<file path="src/rtl/clk_div_ctrl.sv">
// Programmable clock divider. It has graceful run/stop control and a shadowed half-period
// reconfiguration that only takes effect on a phase boundary, so clk_out never has a runt phase.
module clk_div_ctrl #(
    parameter int unsigned      CNT_W        = 32,
    parameter logic [CNT_W-1:0] DEFAULT_HALF = CNT_W'(50_000_000)
) (
    input  logic             clk_in,
    input  logic             reset,
    input  logic             start,
    input  logic             stop,
    input  logic             cfg_valid,
    input  logic [CNT_W-1:0] cfg_half,
    output logic             cfg_ready,
    input  logic             err_clr,
    output logic             clk_out,
    output logic             tick,
    output logic             busy,
    output logic             err
);

    typedef enum logic [1:0] {StIdle, StRun, StPend, StStop} state_e;

    localparam logic [CNT_W-1:0] One = CNT_W'(1);

    state_e           state_q, state_d;
    logic [CNT_W-1:0] counter_q, counter_d;
    logic [CNT_W-1:0] active_half_q, active_half_d;
    logic [CNT_W-1:0] shadow_half_q, shadow_half_d;
    logic             clk_out_q, clk_out_d;
    logic             tick_q, tick_d;
    logic             err_q, err_d;

    logic             cfg_xfer;
    logic             cfg_bad;
    logic             cfg_good;
    logic             wrap;
    logic [CNT_W-1:0] half_m1;
    logic [CNT_W-1:0] counter_inc;

    assign cfg_ready   = (state_q == StIdle) || (state_q == StRun);
    assign busy        = (state_q != StIdle);
    assign clk_out     = clk_out_q;
    assign tick        = tick_q;
    assign err         = err_q;

    assign cfg_xfer    = cfg_valid && cfg_ready;
    assign cfg_bad     = cfg_xfer && (cfg_half == '0);
    assign cfg_good    = cfg_xfer && (cfg_half != '0);
    assign half_m1     = active_half_q - One;
    assign counter_inc = counter_q + One;
    assign wrap        = (counter_q == half_m1);

    always_comb begin
        state_d       = state_q;
        counter_d     = counter_q;
        active_half_d = active_half_q;
        shadow_half_d = shadow_half_q;
        clk_out_d     = clk_out_q;
        tick_d        = 1'b0;
        // A zero request in the same cycle as a clear must leave err set.
        err_d         = cfg_bad | (err_q & ~err_clr);

        unique case (state_q)
            StIdle: begin
                counter_d = '0;
                clk_out_d = 1'b0;
                if (cfg_good) begin
                    active_half_d = cfg_half;
                    shadow_half_d = cfg_half;
                end
                if (start && !stop) begin
                    state_d = StRun;
                end
            end
            StRun, StPend: begin
                if (wrap) begin
                    counter_d = '0;
                    clk_out_d = ~clk_out_q;
                    tick_d    = 1'b1;
                    if (state_q == StPend) begin
                        active_half_d = shadow_half_q;
                        state_d       = StRun;
                    end
                end else begin
                    counter_d = counter_inc;
                end
                if ((state_q == StRun) && cfg_good) begin
                    shadow_half_d = cfg_half;
                    state_d       = StPend;
                end
                if (stop) begin
                    // Low phase, or the falling toggle lands on this edge: the stop is immediate.
                    if (!clk_out_q || wrap) begin
                        state_d       = StIdle;
                        counter_d     = '0;
                        clk_out_d     = 1'b0;
                        tick_d        = clk_out_q;
                        active_half_d = shadow_half_d;
                    end else begin
                        state_d = StStop;
                    end
                end
            end
            StStop: begin
                if (wrap) begin
                    state_d       = StIdle;
                    counter_d     = '0;
                    clk_out_d     = 1'b0;
                    tick_d        = 1'b1;
                    active_half_d = shadow_half_q;
                end else begin
                    counter_d = counter_inc;
                end
            end
            default: begin
                state_d = StIdle;
            end
        endcase
    end

    always_ff @(posedge clk_in or negedge reset) begin
        if (!reset) begin
            state_q       <= StIdle;
            counter_q     <= '0;
            active_half_q <= DEFAULT_HALF;
            shadow_half_q <= DEFAULT_HALF;
            clk_out_q     <= 1'b0;
            tick_q        <= 1'b0;
            err_q         <= 1'b0;
        end else begin
            state_q       <= state_d;
            counter_q     <= counter_d;
            active_half_q <= active_half_d;
            shadow_half_q <= shadow_half_d;
            clk_out_q     <= clk_out_d;
            tick_q        <= tick_d;
            err_q         <= err_d;
        end
    end

endmodule
</file>
<file path="config.mk">
export PLATFORM = sky130hd
export DESIGN_NAME = clk_div_ctrl
export DESIGN_NICKNAME = d
export VERILOG_FILES = /design/src/rtl/clk_div_ctrl.sv
export SDC_FILE = /design/constraint.sdc
export NUM_CORES = 1
export LEC_CHECK = 0
export BUFFER_PORTS_ARGS = -buffer_cell sky130_fd_sc_hd__buf_4
export CORE_UTILIZATION = 55
export DETAILED_ROUTE_END_ITERATION = 10
export GPL_TIMING_DRIVEN = 0
export HOLD_SLACK_MARGIN = 0.05
export PLACE_DENSITY_LB_ADDON = 0.1
export SYNTH_ARGS = -nofsm -noshare
export SYNTH_HDL_FRONTEND = slang
export SYNTH_SLANG_ARGS = --single-unit
</file>
<file path="constraint.sdc">
create_clock -name clk_in -period 13.2 [get_ports clk_in]
set_input_delay 1.32 -clock clk_in [delete_from_list [all_inputs] [get_ports clk_in]]
set_output_delay 1.32 -clock clk_in [all_outputs]
set_load 0.1 [all_outputs]
</file>
# [After elaboration in Yosys (flattened, before gate mapping)]
# Index checks and enable logic that the tools add are counted.
[classes] n_addsub=2 bitwise=4 muxes=30 n_reduce_logical=18 eq_ne=9
[ops] op="32-bit two-way mux" count=10
[ops] op="32-bit one-hot mux with 3 select lines" count=2
[ops] op="32-bit one-hot mux with 2 select lines" count=1
[ops] op="32-bit by 1-bit adder with 32-bit output, second input constant" count=1
[ops] op="32-bit equality test" count=1
[ops] op="32-bit zero test" count=1
[ops] op="32-bit nonzero test" count=1
[ops] op="32-bit by 1-bit subtractor with 32-bit output, second input constant" count=1
[ops] op="2-bit two-way mux" count=7
[ops] op="4-bit inequality test, second input constant" count=2
[ops] op="1-bit two-way mux" count=7
[ops] op="2-bit one-hot mux with 3 select lines" count=1
[ops] op="1-bit logical AND" count=5
[ops] op="2-bit equality test, second input constant" count=2
[ops] op="2-bit inequality test, second input constant" count=2
[ops] op="2-bit AND reduction" count=2
[ops] op="4-bit AND reduction" count=1
[ops] op="2-bit nonzero test" count=2
[ops] op="1-bit one-hot mux with 3 select lines" count=1
[ops] op="2-bit by 1-bit equality test with 1-bit output, second input constant" count=1
[ops] op="1-bit zero test" count=2
[ops] op="2-bit zero test" count=1
[ops] op="1-bit logical OR" count=2
[ops] op="2-bit by 1-bit inequality test with 1-bit output, second input constant" count=1
[ops] op="other kinds (5)" count=6
[word_totals] inputBits=38 register_bits=101 word_cells=70 out_inout_bits=5

# [Depth between registers and ports, before layout]
[depth] depth_word=9 depth_mapped=19 depth_no_buf=17

# [Least setup slack after synthesis]
# OpenSTA, ideal clock, no wires.
[synth_timing] path_type="register to register" from="register active_half_q[9]" to="register active_half_q[10]" setup_slack_ns=8.853 arrival_ns=4.213 setup_ns=0.134 n_path_buf=2 stages_incl_launch_ff=18 required_time_ns=13.066 period_less_slack_ns=4.347 cell_sequence="dfrtp_1 or3_4 or4_1 or3_1 a221oi_2 o211ai_1 nor4_4 nand2_1 ha_1 nand2b_1 and2_1 clkbuf_1 clkbuf_1 a21o_1 a22o_1 a21o_1 a211oi_1 o32ai_1"
[synth_between] elab_chain_cells=6 elab_cells_between_ends=9 cone_classes="add/sub (1); eq/ne (2); mux (4); reduce/logical (2)"
[synth_lines] element="from (decl)" line="27" rtl="logic [CNT_W-1:0] active_half_q, active_half_d;"
[synth_lines] element="from (signal assigned)" line="133" rtl="active_half_q <= active_half_d;"
[synth_lines] element="32-bit by 1-bit subtractor with 32-bit output (*)" line="49" rtl="assign half_m1 = active_half_q - One;"
[synth_lines] element="32-bit equality test (*)" line="51" rtl="assign wrap = (counter_q == half_m1);"
[synth_lines] element="32-bit two-way mux or 1-bit logical OR (tied branches)" line="76, 93"
[synth_lines] element="32-bit two-way mux" line="93" rtl="if (!clk_out_q || wrap) begin"
[synth_lines] element="32-bit two-way mux" line="91" rtl="if (stop) begin"
[synth_lines] element="32-bit one-hot mux with 3 select lines" line="63" rtl="unique case (state_q)"
# Every way passes the cells marked *; elsewhere a longest branch is shown, timed or not.
# A chain may end at the register's enable or synchronous reset.

# [Worst setup path after layout]
[layout_timing] from="register active_half_q[5]" to="register active_half_q[26]"
# Same word-level chain as after synthesis.

==> metrics.md <==
| Metric | Value |
|---|---|
| Resized cells post-CTS | 0 |
| Tot Pwr | 1990 uW |
| Routed length per instance | 19.7 um |
| Setup-failing EPs final | 0 |
| Number of remaining DRC errors | 0 |
| Net Sw Power | 923 uW |
| Synth warnings | 0 |
| Type of the most critical hold path | flip-flop to flip-flop |
| Clock Skews | 0.0111 ns |
| Main synth FF type | dfrtp_1 |
| Worst-margin pin slew | 0.946 ns |
| Commonest non-fill, non-tap cells in the layout | a21oi_1, dfrtp_1, nor2_1, a21o_1, clkbuf_1 |
| Die extent in x | 116 um |
| Largest net degree at the start of global routing | 102 |
| DIE HEIGHT | 116 um |
| CTS tree | yes |
| CTS Buf Count | 9 |
| Clock root cell | clkbuf_16 |
| Post-Syn Nets | 855 |
| DRT Pass-1 Iters | 6 |
| CP Launch Type | flip-flop |
| Final Slew Violations | 0 |
| Mean post-synth cell area | 8.81 sq um |
| Comb pwr share | 0.554 |
| Mapped cell area | 7120 sq um |
| Critical path arrival | 5.49 ns |
| FMAX | 190 MHz |
| CTS Buffer Depth | 2 |
| Most common cell after layout, fill and taps aside | a21oi_1 |
| H-tree levels | 3 |
| Crit path buffers/inverters | 3 |
| Layout cells sized above 1 | 0.158 |
| Global-route wire length before repair | 32200 um |
| Net Sw Frac | 0.464 |
| Clock transition at path regs | 0.08 ns |
| Synth-to-layout area growth | 11.8% |
| Power per cell area | 250 nW/um^2 |
| RePlAce Congestion | 0.954 |
| Slowest stage delay, CP | 0.56 ns |
| Clock Latency Late Sink | 0.36 ns |
| RSZ-0062 raised after global routing | no |
| Outcome | finished clean |
| Fin nets | 908 |
| Crit-path cells | nor3_2 -> nand3_1 -> clkbuf_1 -> or3_1 -> mux2i_1 -> o21ai_0 -> and3_1 -> nand2_1 -> ha_1 -> nand2b_1 -> and2_1 -> clkbuf_1 -> clkbuf_1 -> a21o_1 -> a22o_1 -> a21o_1 -> a211oi_1 -> o32ai_1 |
| Register share of total power | 0.306 |
| Seq/Total Area, Yosys | 0.359 |
| Flop2flop setup slack | 7.93 ns |
| Setup Buffers After CTS | 0 |
| Global route overflow | 0 |
| CP max FO | 10 |
| RR Startpoint | active_half_q[5]$_DFFE_PN0P_ |
| Initial Util | 0.564 |
| Multi-input logic area | 4190 sq um |
| Worst VDD drop | 0.150 mV |
| Post-DP HPWL | 15400 um |
| Final Hold Viols | 0 |
| Final period utilization | 0.399 |
| Async SR Flop Fraction | 1.00 |
| Pint | 1070 uW |
| Rows | 41 |
| Hold-fix buffers, CTS | 0 |
| # IOs | 43 |
| Delay-heaviest family, CP | simple AND/OR/NAND/NOR gates |
| Final Critical Period | 5.27 ns |
| Crit. End Element | flip-flop |
| Vias in the first global route | 6152 |
| Clock Power Share | 0.140 |
| Slew headroom | 0.369 |
| Seq. cell area | 2560 sq um |
| Core area | 12600 sq um |
| Instance count on the critical path | 18 |
| DRT iter0 DRCs | 771 |
| Cells after Synth | 808 |
| Distinct cell type count after synthesis | 55 |
| DIE AREA | 13400 sq um |
| CTS Sinks | 101 |
| Total number of vias | 6647 |
| Utilization after layout | 0.631 |
| Most frequent CP cell | clkbuf_1 |
| CP startpoint | active_half_q[5]$_DFFE_PN0P_ |
| Pleak | 0.00332 uW |
| Antenna viol nets, final | 0 |
| Crit-path slowest cell | nor3_2 |
| R2r worst-path depth | 18 |
| Vias per Instance | 6.40 |
| Synth Register Bits | 101 |
| Number of synthesized flops with an enable pin | 0 |
| Antenna diode count | 0 |
| PortBufs | 42 |
| End point of the critical path | active_half_q[26]$_DFFE_PN0P_ |
| Fillcell total | 1135 |
| Tot GR Track Use | 0.314 |
| WL final | 20500 um |
| Setup TNS | 0 ns |
| CP required | 13.43 ns |
| Max-cap viol count | 0 |
| RR Endpoint | active_half_q[26]$_DFFE_PN0P_ |
| Critical path class | flip-flop to flip-flop |
| Initial antenna violation count | 0 |
[kinds of logic (layout without fill, tap and decap cells)]
group                    Yosys count  after routing  synth area share
adder cells (fa/ha/maj)            9              9            0.0158
multiplexers                      41             41            0.0638
AO/OA/AOI/OAI                    273            273             0.264
XOR/XNOR                          65             65            0.0800
buffers and inverters             92            150            0.0527
flip-flops                       101            101             0.359
AND/OR/NAND/NOR                  227            227             0.164
[power by group through the flow]
stage          registers [uW]  logic [uW]  clock network [uW]
2_1_floorplan             561         826                   0
4_1_cts                   600        1080                 280
3_3_place_gp              596        1050                   0
6_report                  608        1100                 278
3_5_place_dp              607        1080                   0
5_1_grt                   625        1190                 292
[synth_stat cells (5+ instances only)]
master / number / area, sq um
dfstp_2: 24 / 631
a22o_1: 25 / 219
mux2_2: 35 / 394
and3_1: 8 / 50.1
ha_1: 9 / 113
a211oi_1: 29 / 218
xnor2_1: 36 / 315
nor3_1: 18 / 90.1
or3_1: 6 / 37.5
xor2_1: 29 / 254
o21ai_0: 30 / 150
nand4_1: 13 / 81.3
o32ai_1: 26 / 228
buf_1: 5 / 18.8
o31ai_1: 8 / 60.1
nand3_1: 21 / 105
a221oi_1: 7 / 61.3
dfrtp_1: 77 / 1930
nor4_1: 20 / 125
nand2_1: 40 / 150
mux2i_1: 6 / 60.1
a21oi_1: 81 / 405
inv_1: 36 / 135
nor2_1: 70 / 263
a21o_1: 51 / 383
clkbuf_1: 47 / 176
[registers in the layout, indices dropped and copies added (netlist names)]
| register | cells |
|---|---|
| err | 1 |
| active_half_q | 32 |
| state_q | 2 |
| clk_out | 1 |
| shadow_half_q | 32 |
| tick | 1 |
| counter_q | 32 |
[per-stage QoR]
| step | setup WS (ns) | instance area [sq um] | hold WS, ns | instances |
|---|---|---|---|---|
| 2_1_floorplan | 8.85 | 7120 | 0.466 | 808 |
| 3_3_place_gp | 8.02 | 7650 | 0.500 | 1022 |
| 3_5_place_dp | 7.99 | 7650 | 0.502 | 1022 |
| 4_1_cts | 8.00 | 7960 | 0.513 | 1038 |
| 5_1_grt | 7.59 | 7960 | 0.545 | 1038 |
| 6_report | 7.93 | 7960 | 0.520 | 1038 |
[worst min-delay path by stage]
stage	slack, ns	to	depth (start not counted)	start
CTS	0.51	active_half_q[22]$_DFFE_PN1P_	2	active_half_q[22]$_DFFE_PN1P_
global placement	0.50	active_half_q[20]$_DFFE_PN1P_	2	active_half_q[20]$_DFFE_PN1P_
floorplan	0.47	active_half_q[20]$_DFFE_PN1P_	2	active_half_q[20]$_DFFE_PN1P_
global route	0.54	active_half_q[22]$_DFFE_PN1P_	2	active_half_q[22]$_DFFE_PN1P_
detailed placement	0.50	active_half_q[22]$_DFFE_PN1P_	2	active_half_q[22]$_DFFE_PN1P_
finish	0.52	active_half_q[22]$_DFFE_PN1P_	2	active_half_q[22]$_DFFE_PN1P_
[tightest hold or removal path, delay by kind of cell (launching register included)]
| kind | cells | cell delay [ns] |
|---|---|---|
| flip-flops | 1 | 0.40 |
| buffers and inverters | 1 | 0.05 |
| AO/OA/AOI/OAI | 1 | 0.06 |
[routing by layer]
metal,track usage,wire [um],share of wire,vias to the layer above
met5,0,0,0,-
met4,0.0872,456,0.022,0
met3,0.0612,1480,0.072,33
met2,0.505,9440,0.46,334
met1,0.432,9080,0.44,3173
li1,-,-,-,3107
[layout make-up]
type,instances,area share
Sequential cell,101,0.321
Clock inverter,6,0.00849
Multi-Input combinational cell,615,0.526
Clock buffer,10,0.0300
Timing Repair Buffer,42,0.0401
Tap cell,172,0.0270
Inverter,36,0.0170
Buffer,56,0.0302
Power figures use the tool's default switching activity.
